`config.mk`:
```
export PLATFORM = sky130hd
export DESIGN_NAME = prescaled_updown_counter
export DESIGN_NICKNAME = d
export VERILOG_FILES = /design/src/rtl/prescaled_updown_counter.sv
export SDC_FILE = /design/constraint.sdc
export NUM_CORES = 1
export LEC_CHECK = 0
export ABC_AREA = 1
export BUFFER_PORTS_ARGS = -buffer_cell sky130_fd_sc_hd__buf_2
export CAP_MARGIN = 15
export CORE_AREA = 2 2 39 41
export DETAILED_ROUTE_END_ITERATION = 8
export DIE_AREA = 0 0 41 43
export GPL_TIMING_DRIVEN = 0
export PLACE_DENSITY = 0.7
export RECOVER_POWER = 100
export SLEW_MARGIN = 20
export SYNTH_ARGS = -nofsm -noshare
export SYNTH_HDL_FRONTEND = slang
export SYNTH_SLANG_ARGS = --single-unit
```
`constraint.sdc`:
```
create_clock -name clk -period 1.45 [get_ports clk]
set_input_delay 0.2175 -clock clk [delete_from_list [all_inputs] [get_ports clk]]
set_output_delay 0.2175 -clock clk [all_outputs]
set_load 0.005 [all_outputs]
```
`src/rtl/prescaled_updown_counter.sv`:
```
// Binary up/down counter with a clock-enable prescaler, programmable modulus, clamped parallel load and tc pulse.
// Define PRESCALED_UPDOWN_COUNTER_PRESCALER_EN to compile the prescaler; otherwise every enabled edge is a step.
module prescaled_updown_counter #(
  parameter int WIDTH   = 4,
  parameter int MODULO  = 16,
  parameter int PRESC_W = 26
) (
  input  logic               clk,
  input  logic               reset,
  input  logic               en,
  input  logic               up_dn,
  input  logic               load,
  input  logic [WIDTH-1:0]   load_val,
  input  logic [PRESC_W-1:0] presc_div,
  output logic [WIDTH-1:0]   count,
  output logic               tc
);

  localparam logic [WIDTH-1:0] MAX_VAL = WIDTH'(MODULO - 1);

  logic step;

`ifdef PRESCALED_UPDOWN_COUNTER_PRESCALER_EN
  logic [PRESC_W-1:0] presc;

  // A presc above a freshly lowered presc_div runs on to all-ones and wraps through 0 without a step.
  always_ff @(posedge clk) begin
    if (!reset) begin
      presc <= '0;
    end else if (load) begin
      presc <= '0;
    end else if (en) begin
      if (presc == presc_div) presc <= '0;
      else                    presc <= presc + 1'b1;
    end
  end

  assign step = en && (presc == presc_div);
`else
  logic unused_presc_div;

  assign unused_presc_div = ^presc_div;
  assign step             = en;
`endif

  // Clamping against MAX_VAL keeps count in range even when MODULO == 2**WIDTH.
  always_ff @(posedge clk) begin
    if (!reset) begin
      count <= '0;
      tc    <= 1'b0;
    end else if (load) begin
      count <= (load_val > MAX_VAL) ? MAX_VAL : load_val;
      tc    <= 1'b0;
    end else if (step) begin
      if (up_dn) begin
        if (count == MAX_VAL) begin
          count <= '0;
          tc    <= 1'b1;
        end else begin
          count <= count + 1'b1;
          tc    <= 1'b0;
        end
      end else begin
        if (count == '0) begin
          count <= MAX_VAL;
          tc    <= 1'b1;
        end else begin
          count <= count - 1'b1;
          tc    <= 1'b0;
        end
      end
    end else begin
      tc <= 1'b0;
    end
  end

endmodule

```
# Yosys cells after proc, flatten, opt, wreduce, memory -nomap -nowiden

Cells that the tools add are included.

Bits of input ports: 35
Word-level logic and storage cells: 20
Output and inout bits: 5
Latch bits: 0
ROM bits: 0
RAM bits: 0
Bits in registers: 5
Memories kept: 0

Order comparisons: 1
Div/mod/pow operators: 0
Reduce and logical (&&, ||, !) cells: 3
Add/sub/neg operators: 2
Multiplexer cells: 9
Shift-type cells: 0
Multipliers: 0
Bitwise logic cells: 2
Eq/ne operators: 1

Operators with widths:

| operator            | count |
|---|---|
| $mux 4              | 6 |
| $add 4x1->4 const B | 1 |
| $eq 4x4->1 const B  | 1 |
| $gt 4x4->1 const B  | 1 |
| $logic_not 4->1     | 1 |
| $sub 4x1->4 const B | 1 |
| $mux 1              | 3 |
| $reduce_or 3->1     | 1 |
| $not 1->1           | 2 |
| $reduce_bool 2->1   | 1 |

# Logic depth before layout (Yosys ltp)

Depth after elaboration: 5
Mapped depth: 10
Mapped depth without buffers: 10

# Worst setup path after synthesis

OpenSTA, ideal clock, no wires.

Kind: register to register
From: reg count[0]
To: reg count[3]
Setup time: 0.116 ns
Period minus slack after synthesis: 1.240 ns
Path buffers: 0
Required time: 1.334 ns
Cell stages (with the launch flop): 11
Setup slack: 0.210 ns
Arrival time: 1.124 ns
Cells stage by stage: dfxtp_1 -> inv_1 -> ha_1 -> inv_1 -> o21ai_0 -> nand2_1 -> nand2_1 -> nand2_1 -> nand3_1 -> nand2_1 -> a21oi_2

Cells in the longest elaborated chain, start to end: 5
Elaborated cells on any way between the ends: 9
Classes of those cells: 2 x add/sub; 1 x eq/ne; 5 x mux; 1 x reduce/logical

RTL lines:

| what                                | RTL line | source |
|---|---|---|
| from (decl)                         | 15       | `output logic [WIDTH-1:0] count,` |
| from (signal assigned)              | 52       | `count <= (load_val > MAX_VAL) ? MAX_VAL : load_val;` |
| from (signal assigned)              | 60       | `count <= count + 1'b1;` |
| from (signal assigned)              | 68       | `count <= count - 1'b1;` |
| $sub 4x1->4 (tied with other cells) | 68       |  |
| $mux 4, on equally long branches    | 64, 56   |  |
| $mux 4 (*)                          | 55       | `if (up_dn) begin` |
| $mux 4 (*)                          | 54       | `end else if (step) begin` |
| $mux 4 (*)                          | 51       | `end else if (load) begin` |

Mark *: on every way between the ends. The rest lies on a longest branch, timed or not. The select of a mux whose other input is x is not followed.
A chain may end at the register's enable or synchronous reset.

# Worst setup path after layout

From: reg count[0]
To: reg count[2]

Same word-level chain as after synthesis.

==> results.sh <==
export IMPL_status="finished clean"
export IMPL_num_vias=409
export IMPL_start_util_pct=26.3
export IMPL_yosysMostFrequentCell="nand2_1"
export IMPL_drive_gt1_share_pct=27.4
export IMPL_io_buffer_count=13
export IMPL_vias_per_cell=4.60
export IMPL_r2r_end="count[2]"
export IMPL_cts_clk_slew_worst_paths_ps=50
export IMPL_insertion_delay_ps=260
export IMPL_maxCapViolations=0
export IMPL_fin_nets=111
export IMPL_p_int_mw=0.299
export IMPL_grt_pass1_vias=347
export IMPL_hold_class="in2reg"
export IMPL_die_y_um=43
export IMPL_drt_pass1_iter_count=1
export IMPL_switching_power_mw=0.137
export IMPL_hold_slack_ps=191
export IMPL_period_share_pct=91.3
export IMPL_min_to="count[0]"
export IMPL_finalHoldViolations=0
export IMPL_totalNegativeSetupSlack_ps=0
export IMPL_fin_skew_ps=6.25
export IMPL_cts_root_buf="clkbuf_4"
export IMPL_synth_top_area_share_pct=27.5
export IMPL_synth_area_top_cells="dfxtp_1, nand2_1, inv_1, ha_1, nand3_1"
export IMPL_dp_slack_ps=92.5
export IMPL_cts_sinks=5
export IMPL_worst_slew_pin_slew_ps=248
export IMPL_critPathKind="reg2reg"
export IMPL_use_met2_pct=16.9
export IMPL_regToRegStartpoint="count[0]"
export IMPL_p_sw_share_pct=31.4
export IMPL_rsz0062_at_grt="false"
export IMPL_end_kind="flop"
export IMPL_worstPathRequired_ps=1580
export IMPL_die_width_um=41
export IMPL_dieArea_um2=1760
export IMPL_synth_warnings=0
export IMPL_rows=14
export IMPL_synthTopCellsByCount="nand2_1, inv_1, dfxtp_1"
export IMPL_path_max_fanout=6
export IMPL_finalSetupViolCount=0
export IMPL_async_reset_ff_share_pct=0
export IMPL_dp_hpwl_um=654
export IMPL_syn_to_final_growth_pct=30.2
export IMPL_holdBufCountCts=0
export IMPL_min_from="reset"
export IMPL_met1_usage_pct=15.1
export IMPL_peakVddDrop_v=0.000380
export IMPL_r2r_slack_ps=130
export IMPL_grt_max_degree=9
export IMPL_clock_path_buffers=2
export IMPL_htree_levels=1
export IMPL_power_density_nw_per_um2=918
export IMPL_yosysUniqueCellTypes=19
export IMPL_ioPinCount=40
export IMPL_grt_util_all_layers_pct=12.2
export IMPL_reg2reg_depth=7
export IMPL_synthCells=56
export IMPL_fin_area_um2=474
export IMPL_period_needed_ps=1320
export IMPL_arrival_ps=1450
export IMPL_synth_edf_count=0
export IMPL_ant_nets=0
export IMPL_synth_area_leader_cell="dfxtp_1"
export IMPL_startpoint_type="flop"
export IMPL_fmax_mhz=756
export IMPL_slew_viol_final=0
export IMPL_synth_area_um2=364
export IMPL_seq_area_frac_synth_pct=27.5
export IMPL_synth_seq_cells=5
export IMPL_numCtsBuffers=3
export IMPL_grt_busiest_layer="met2"
export IMPL_antenna_found_initial=0
export IMPL_gp_congestion=0.784
export IMPL_final_fill_count=166
export IMPL_antenna_cells=0
export IMPL_combPwrFrac_pct=22.5
export IMPL_overflow=0
export IMPL_wire_per_inst_um=9.54
export IMPL_relSlewSlack_pct=83.3
export IMPL_wl_um=849
export IMPL_grt_use_met3_pct=4.71
export IMPL_remaining_drc_errors=0
export IMPL_syn_num_nets=93
export IMPL_clkPwrFrac_pct=40.1
export IMPL_dpl_cell_area_um2=449
export IMPL_grt_pass1_wl_um=1440
export IMPL_synth_avg_cell_area_um2=6.50
export IMPL_finalWorstSetupSlack_ps=126
export IMPL_coreArea_um2=1380
export IMPL_drtIter0Drc=0
export IMPL_power_leakage_nw=0.236
export IMPL_synth_ff_type="dfxtp_1"
export IMPL_seqPwrFrac_pct=37.4
export IMPL_cts_tree="built"
export IMPL_worstHoldPathCells=3
[timing repair]
item                                    in CTS  in global routing
resized for setup                            0                  2
buffers inserted                             0                  0
endpoints found under the setup margin       0                  1
[kinds of logic (layout without fill, tap and decap cells)]
family	Yosys count	after routing	synth area share, %
adder cells (fa/ha/maj)	2	2	6.87
AO/OA/AOI/OAI	11	11	18.6
flip-flops	5	5	27.5
XOR/XNOR	1	1	2.41
AND/OR/NAND/NOR	28	28	33.3
buffers and inverters	9	26	11.3
[flip-flops by register name, summed over array words and instances, names as in the netlist]
signal,count
count,4
tc,1
[worst max-delay path, cell delays in order (launching register included)]
cell and delay [ps]:
dfxtp_2 340, inv_1 140, ha_1 190, inv_1 50
o21ai_0 210, a21oi_1 100, o21ai_0 80, a31oi_1 90
[power groups by stage]
| stage | Combinational [mW] | Sequential, mW | Clock (mW) |
|---|---|---|---|
| after floorplan | 0.0652 | 0.162 | 0 |
| final | 0.0978 | 0.163 | 0.175 |
| after global placement | 0.0991 | 0.164 | 0 |
| after detailed placement | 0.100 | 0.164 | 0 |
| after CTS | 0.101 | 0.162 | 0.179 |
| after global routing | 0.113 | 0.165 | 0.187 |
[metrics by stage]
stage                     power (mW)  instances  utilization, %
after global routing           0.465         89            34.3
after floorplan                0.227         56               -
after CTS                      0.442         89            34.4
final                          0.435         89            34.3
after global placement         0.263         85            32.5
after detailed placement       0.265         85            32.5
[worst max path at each step]
stage,end,cells after the start,from
detailed placement,count[3],10,count[0]
global placement,count[3],10,count[0]
global route,count[2],7,count[0]
floorplan,count[3],10,count[0]
finish,count[2],7,count[0]
CTS,count[3],10,count[0]
[layer usage]
metal,up-vias,share of wire [%]
li1,217,-
met1,174,45
met2,13,43
met3,5,8.0
met4,0,3.4
met5,-,0
[final cells by class]
class / instances / area, um2 / share of cell area, %
sequential: 5 / 103 / 21.6
inverter: 8 / 30.0 / 6.33
tap: 16 / 20.0 / 4.22
buffer: 1 / 11.3 / 2.37
multi-input combinational: 42 / 223 / 47.0
timing repair buffer: 13 / 61.3 / 12.9
clock buffer: 4 / 26.3 / 5.54
[layout by cell type (no fill, tap or decap), drive strengths merged]
cell    Yosys  final
nand2      16     16
buf         1     11
inv         8      8
clkbuf      0      7
o21ai       5      5
nor2        5      5
dfxtp       5      5
nand3       4      4
a21oi       3      3
a31oi       2      2
ha          2      2
nor3        1      1
o21bai      1      1
nand4       1      1
nor4        1      1
xnor2       1      1
Note: power is estimated with default switching activity, not from simulation.
